==> src/rtl/mem_arbiter.sv <==
// Two-port (I-cache / D-cache) arbiter onto one memory port: sticky registered grant with a
// burst limit, in-order read-response routing through an owner FIFO. Optional: MEM_ARB_RR_EN.
module mem_arbiter #(
    parameter int OUTSTANDING = 4,
    parameter int MAX_BURST   = 4
) (
    input  logic        i_clk,
    input  logic        i_rst,
    input  logic [31:0] i_imem_addr,
    input  logic        i_imem_ren,
    input  logic        i_imem_wen,
    input  logic [31:0] i_imem_wdata,
    output logic        o_imem_ready,
    output logic [31:0] o_imem_rdata,
    output logic        o_imem_valid,
    input  logic [31:0] i_dmem_addr,
    input  logic        i_dmem_ren,
    input  logic        i_dmem_wen,
    input  logic [31:0] i_dmem_wdata,
    output logic        o_dmem_ready,
    output logic [31:0] o_dmem_rdata,
    output logic        o_dmem_valid,
    output logic [31:0] o_mem_addr,
    output logic        o_mem_ren,
    output logic        o_mem_wen,
    output logic [31:0] o_mem_wdata,
    input  logic        i_mem_ready,
    input  logic [31:0] i_mem_rdata,
    input  logic        i_mem_valid,
    output logic        o_err_spurious
);
    localparam int PW = (OUTSTANDING > 1) ? $clog2(OUTSTANDING) : 1;
    localparam int CW = $clog2(OUTSTANDING + 1);
    localparam int BW = $clog2(MAX_BURST + 1);

    typedef enum logic [1:0] {IDLE = 2'd0, OWN_I = 2'd1, OWN_D = 2'd2} state_t;

    state_t          state_r, state_next_s, tie_s;
    logic [BW-1:0]   burst_cnt_r, burst_inc_s;
    logic [OUTSTANDING-1:0] fifo_id_r;   // 1 = response belongs to D
    logic [PW-1:0]   wr_ptr_r, rd_ptr_r;
    logic [CW-1:0]   count_r;
    logic            fifo_full_s, fifo_empty_s;
    logic            i_req_s, d_req_s, own_ren_s, own_wen_s;
    logic            accept_s, push_s, pop_s;

    function automatic logic [PW-1:0] ptr_inc(input logic [PW-1:0] p);
        if (p == PW'(OUTSTANDING - 1)) begin
            return {PW{1'b0}};
        end else begin
            return p + PW'(1);
        end
    endfunction

    assign i_req_s      = i_imem_ren | i_imem_wen;
    assign d_req_s      = i_dmem_ren | i_dmem_wen;
    assign fifo_full_s  = (count_r == CW'(OUTSTANDING));
    assign fifo_empty_s = (count_r == {CW{1'b0}});
    assign push_s       = accept_s & own_ren_s;

`ifdef MEM_ARB_RR_EN
    logic last_grant_r;   // 1 = D was granted last

    assign tie_s = last_grant_r ? OWN_I : OWN_D;

    // Remember the most recent grant for the round-robin tie-break
    always_ff @(posedge i_clk or posedge i_rst) begin
        if (i_rst) begin
            last_grant_r <= 1'b0;
        end else if (state_next_s == OWN_I) begin
            last_grant_r <= 1'b0;
        end else if (state_next_s == OWN_D) begin
            last_grant_r <= 1'b1;
        end else begin
            last_grant_r <= last_grant_r;
        end
    end
`else
    assign tie_s = OWN_D;
`endif

    // State register
    always_ff @(posedge i_clk or posedge i_rst) begin
        if (i_rst) begin
            state_r <= IDLE;
        end else begin
            state_r <= state_next_s;
        end
    end

    // Next-state: the limit check counts an accept happening this cycle
    always_comb begin
        state_next_s = state_r;
        if (accept_s && (burst_cnt_r != BW'(MAX_BURST))) begin
            burst_inc_s = burst_cnt_r + BW'(1);
        end else begin
            burst_inc_s = burst_cnt_r;
        end
        case (state_r)
            IDLE: begin
                if (i_req_s && d_req_s) begin
                    state_next_s = tie_s;
                end else if (d_req_s) begin
                    state_next_s = OWN_D;
                end else if (i_req_s) begin
                    state_next_s = OWN_I;
                end else begin
                    state_next_s = IDLE;
                end
            end
            OWN_I: begin
                if (!i_req_s) begin
                    state_next_s = d_req_s ? OWN_D : IDLE;
                end else if ((burst_inc_s == BW'(MAX_BURST)) && d_req_s) begin
                    state_next_s = OWN_D;
                end else begin
                    state_next_s = OWN_I;
                end
            end
            OWN_D: begin
                if (!d_req_s) begin
                    state_next_s = i_req_s ? OWN_I : IDLE;
                end else if ((burst_inc_s == BW'(MAX_BURST)) && i_req_s) begin
                    state_next_s = OWN_I;
                end else begin
                    state_next_s = OWN_D;
                end
            end
            default: state_next_s = IDLE;
        endcase
    end

    // Outputs: owner mux, accept handshake and response steering
    always_comb begin
        own_ren_s   = 1'b0;
        own_wen_s   = 1'b0;
        o_mem_addr  = 32'h0000_0000;
        o_mem_wdata = 32'h0000_0000;
        case (state_r)
            OWN_I: begin
                own_ren_s   = i_imem_ren;
                own_wen_s   = i_imem_wen;
                o_mem_addr  = i_imem_addr;
                o_mem_wdata = i_imem_wdata;
            end
            OWN_D: begin
                own_ren_s   = i_dmem_ren;
                own_wen_s   = i_dmem_wen;
                o_mem_addr  = i_dmem_addr;
                o_mem_wdata = i_dmem_wdata;
            end
            default: begin
                own_ren_s   = 1'b0;
                own_wen_s   = 1'b0;
                o_mem_addr  = 32'h0000_0000;
                o_mem_wdata = 32'h0000_0000;
            end
        endcase
        // A pop in the same cycle does not free a slot for a read
        o_mem_ren    = own_ren_s & ~fifo_full_s;
        o_mem_wen    = own_wen_s;
        accept_s     = i_mem_ready & (own_ren_s | own_wen_s) & ~(own_ren_s & fifo_full_s);
        o_imem_ready = accept_s & (state_r == OWN_I);
        o_dmem_ready = accept_s & (state_r == OWN_D);
        pop_s        = i_mem_valid & ~fifo_empty_s;
        o_imem_valid = pop_s & ~fifo_id_r[rd_ptr_r];
        o_dmem_valid = pop_s & fifo_id_r[rd_ptr_r];
        o_imem_rdata = i_mem_rdata;
        o_dmem_rdata = i_mem_rdata;
    end

    // Burst counter restarts on every ownership change
    always_ff @(posedge i_clk or posedge i_rst) begin
        if (i_rst) begin
            burst_cnt_r <= {BW{1'b0}};
        end else if (state_next_s != state_r) begin
            burst_cnt_r <= {BW{1'b0}};
        end else begin
            burst_cnt_r <= burst_inc_s;
        end
    end

    // Owner FIFO of outstanding reads
    always_ff @(posedge i_clk or posedge i_rst) begin
        if (i_rst) begin
            fifo_id_r <= {OUTSTANDING{1'b0}};
            wr_ptr_r  <= {PW{1'b0}};
            rd_ptr_r  <= {PW{1'b0}};
            count_r   <= {CW{1'b0}};
        end else begin
            if (push_s) begin
                fifo_id_r[wr_ptr_r] <= (state_r == OWN_D);
                wr_ptr_r            <= ptr_inc(wr_ptr_r);
            end
            if (pop_s) begin
                rd_ptr_r <= ptr_inc(rd_ptr_r);
            end
            case ({push_s, pop_s})
                2'b10:   count_r <= count_r + CW'(1);
                2'b01:   count_r <= count_r - CW'(1);
                default: count_r <= count_r;
            endcase
        end
    end

    // Sticky flag for a response with nothing outstanding
    always_ff @(posedge i_clk or posedge i_rst) begin
        if (i_rst) begin
            o_err_spurious <= 1'b0;
        end else if (i_mem_valid && fifo_empty_s) begin
            o_err_spurious <= 1'b1;
        end else begin
            o_err_spurious <= o_err_spurious;
        end
    end
endmodule
==> config.mk <==
export PLATFORM = sky130hd
export DESIGN_NAME = mem_arbiter
export DESIGN_NICKNAME = d
export VERILOG_FILES = /design/src/rtl/mem_arbiter.sv
export SDC_FILE = /design/constraint.sdc
export NUM_CORES = 1
export LEC_CHECK = 0
export BUFFER_PORTS_ARGS = -buffer_cell sky130_fd_sc_hd__buf_4
export CAP_MARGIN = 10
export CORE_AREA = 2 2 117 119
export DETAILED_ROUTE_END_ITERATION = 8
export DIE_AREA = 0 0 119 121
export GPL_ROUTABILITY_DRIVEN = 0
export GPL_TIMING_DRIVEN = 0
export SYNTH_ARGS = -nofsm -noshare
export SYNTH_HDL_FRONTEND = slang
export SYNTH_SLANG_ARGS = --single-unit
==> constraint.sdc <==
create_clock -name i_clk -period 2.92 [get_ports i_clk]
set_input_delay 0.292 -clock i_clk [delete_from_list [all_inputs] [get_ports i_clk]]
set_output_delay 0.292 -clock i_clk [all_outputs]
set_load 0.02 [all_outputs]
==> impl_results.md <==
* Fmax at 356 MHz
* Sw frac at 0.511
* Crit path time final at 2.81 ns
* Post-Syn Instances at 345
* First-pass GRT wire length at 19300 um
* Average cell area after synthesis at 7.70 um2
* Static leakage at 0.00253 uW
* Die width at 119 um
* Via/cell ratio at 4.35
* Post-DP HPWL at 11600 um
* Mapped Nets at 526
* Total CTS buffers at 3
* Most common cell after layout, fill and taps aside: buf_4
* Antenna diode count at 0
* Post-Layout Cell Count at 795
* Slew margin rel. at 0.559
* CTS tree: done
* Internal power at 1920 uW
* Arrival @ worst endpoint at 2.96 ns
* I/O pin count at 303
* Layout Skew at 0.00166 ns
* Hold_ws at 0.135 ns
* Synth cell types at 40
* All-layer global routing usage at 0.172
* Initial antenna violation count at 0
* Remaining antenna violation count at 0
* Switch Pwr at 2000 uW
* Crit path max-delay cell type: dfrtp_2
* H-tree levels at 1
* DR pass1 iterations at 4
* Placeable Area at 13100 um2
* Hold Path Class: input pin to asynchronous set/reset pin
* Worst vdd ir at 0.000365 V
* # DRC at 0
* Most frequent cells in the layout: buf_4, nor2b_1, a22oi_1
* Crit. End Element: flip-flop
* Ys Warns at 0
* Die H at 121 um
* Post-Place Setup Slack at -0.0545 ns
* Register area share after synthesis at 0.160
* Max clock buf depth at 2
* CTS root buf: clkbuf_16
* Worst Setup Slack, final at 0.114 ns
* Final setup violation count at 0
* Vias in the first global route at 3510
* Max incr delay on CP at 0.44 ns
* Gr ovfl total at 0
* Seq cells post-synth at 17
* Slew at the pin closest to its max-slew limit at 0.660 ns
* NumNets Final at 801
* Synthesized cell area at 2660 um2
* Largest net degree at the start of global routing at 18
* Post-route clock period utilization at 0.961
* Worst setup SP type: flip-flop
* IO Port Bufs at 270
* Clock sinks at 17
* Routed WL at 13400 um
* Vias at 3461
* Placed cell count at 791
* Area grow syn2layout at 89.5%
* Initial Util at 0.203
* Seq pwr share at 0.108
* Drt first-iter violations at 147
* Clk pwr share at 0.073
* Combinational Power Share at 0.820
* Total Power at 3920 uW
* Crit Path Max Fanout at 10
* Required @ worst endpoint at 3.07 ns
* Crit path kind: flip-flop to flip-flop
* Layout cells sized above 1 at 0.583
* CTS clk-pin slew, worst paths at 0.06 ns
* Pwr per Cell Area at 779 nW/um2
* CP Cell Sequence: inv_1, ha_1, buf_4, a22oi_1, nand3_2, a21oi_4, mux2_4, o311ai_4, o311a_4, xnor2_2, a2111oi_4
* Clock insertion delay at the later pin of the skew report at 0.25 ns
* Slew Viols, Final at 0
* WL per Instance at 16.9 um
* # rows at 42
* # Max-Cap Violations at 0
* Outcome: completed
* Final number of hold-violating endpoints at 0
* Area of the die at 14400 um2
-- power groups by stage --
stage / combinational [uW] / sequential [uW] / clock [uW]
floorplan: 1940 / 402 / 0
global placement: 3130 / 412 / 0
detailed placement: 3170 / 423 / 0
CTS: 3200 / 419 / 287
global route: 3490 / 442 / 297
finish: 3220 / 422 / 285
-- state kept, by name (all words and copies together), names as in the netlist --
signal and cells:
burst_cnt_r 3, count_r 3, fifo_id_r 4, o_err_spurious 1
rd_ptr_r 2, state_r 2, wr_ptr_r 2
-- worst paths after layout --
kind | from | endpoint | slack, ns | cells after the start
min | i_rst | burst_cnt_r[1] | 0.13 | 2
min reg2reg | o_err_spurious | o_err_spurious | 0.46 | 1
max reg2reg | state_r[1] | burst_cnt_r[2] | 0.11 | 11
min in group i_clk | i_mem_valid | o_err_spurious | 0.25 | 2
max | state_r[1] | burst_cnt_r[2] | 0.11 | 11
max in group asynchronous | i_rst | state_r[1] | 2.32 | 2
-- timing repair --
action,in CTS,in global routing
setup endpoints to repair,18,16
hold buffers,0,0
buffers inserted,0,1
gates resized for setup,3,14
gates cloned,0,0
pin swaps,1,3
-- per-layer routing --
| layer | vias to the layer above | track usage | share of wire |
|---|---|---|---|
| met2 | 175 | 0.297 | 0.49 |
| li1 | 1684 | - | - |
| met4 | 0 | 0.0231 | 0.0078 |
| met3 | 11 | 0.0672 | 0.11 |
| met1 | 1591 | 0.207 | 0.39 |
| met5 | - | 0 | 0 |
-- critical path, delay by kind of cell (launching register included) --
family | cells | cell delay (ns)
multiplexers | 1 | 0.34
AO/OA/AOI/OAI | 5 | 1.21
flip-flops | 1 | 0.44
adder cells (fa/ha/maj) | 1 | 0.20
XOR/XNOR | 1 | 0.10
AND/OR/NAND/NOR | 1 | 0.15
buffers and inverters | 2 | 0.25
-- through the flow --
| stage | TNS (ns) | cell area (um2) | utilization |
|---|---|---|---|
| final | 0 | 5030 | 0.385 |
| after global routing | -0.0429 | 5030 | 0.385 |
| after CTS | 0 | 4990 | 0.382 |
| after detailed placement | -0.115 | 4900 | 0.375 |
| after global placement | -0.00372 | 4900 | 0.375 |
| after floorplan | 0 | 2660 | - |
-- cell families after synthesis --
logic type,count (synthesis),synth area share
flip-flops,17,0.160
AND/OR/NAND/NOR,113,0.241
multiplexers,4,0.0221
buffers and inverters,103,0.237
XOR/XNOR,6,0.0198
adder cells (fa/ha/maj),13,0.0640
AO/OA/AOI/OAI,89,0.256
-- synth_stat cells --
cell type / count / area share
mux2_2: 1 / 0.0042
and2_1: 1 / 0.0024
buf_1: 6 / 0.0085
nand2b_1: 1 / 0.0024
mux4_2: 1 / 0.0085
fa_1: 1 / 0.0075
xnor2_1: 3 / 0.0099
o21ai_0: 9 / 0.017
o41ai_1: 1 / 0.0033
inv_1: 15 / 0.021
clkbuf_1: 16 / 0.023
mux2i_1: 1 / 0.0038
buf_2: 2 / 0.0038
a22oi_1: 65 / 0.18
nand3_2: 1 / 0.0038
buf_4: 64 / 0.18
mux2_4: 1 / 0.0056
a21oi_4: 1 / 0.0061
a21oi_1: 4 / 0.0075
a31o_2: 1 / 0.0033
xor2_1: 3 / 0.0099
or2_2: 1 / 0.0024
and3_1: 4 / 0.0094
o311ai_2: 1 / 0.0061
a31oi_1: 1 / 0.0024
or3_1: 1 / 0.0024
dfrtp_1: 17 / 0.16
nand3_1: 2 / 0.0038
nand2_1: 16 / 0.023
a22o_1: 2 / 0.0066
or3b_1: 1 / 0.0033
a2111oi_4: 1 / 0.010
nor3_1: 6 / 0.011
nor2b_1: 66 / 0.16
nor2_1: 11 / 0.016
and3b_1: 1 / 0.0033
ha_1: 12 / 0.056
o311a_2: 1 / 0.0042
a21o_1: 2 / 0.0056
and4_1: 1 / 0.0033
-- area by class of cell --
type	instances	area, um2
well taps	176	220
flip-flops and latches	17	427
plain buffers	87	582
repair buffers	271	2030
fillers	1369	8050
inverters	15	56.3
clock buffers	3	75.1
multi-input cells	225	1640
clock inverters	1	5.00
Note: power is estimated with default switching activity, not from simulation.
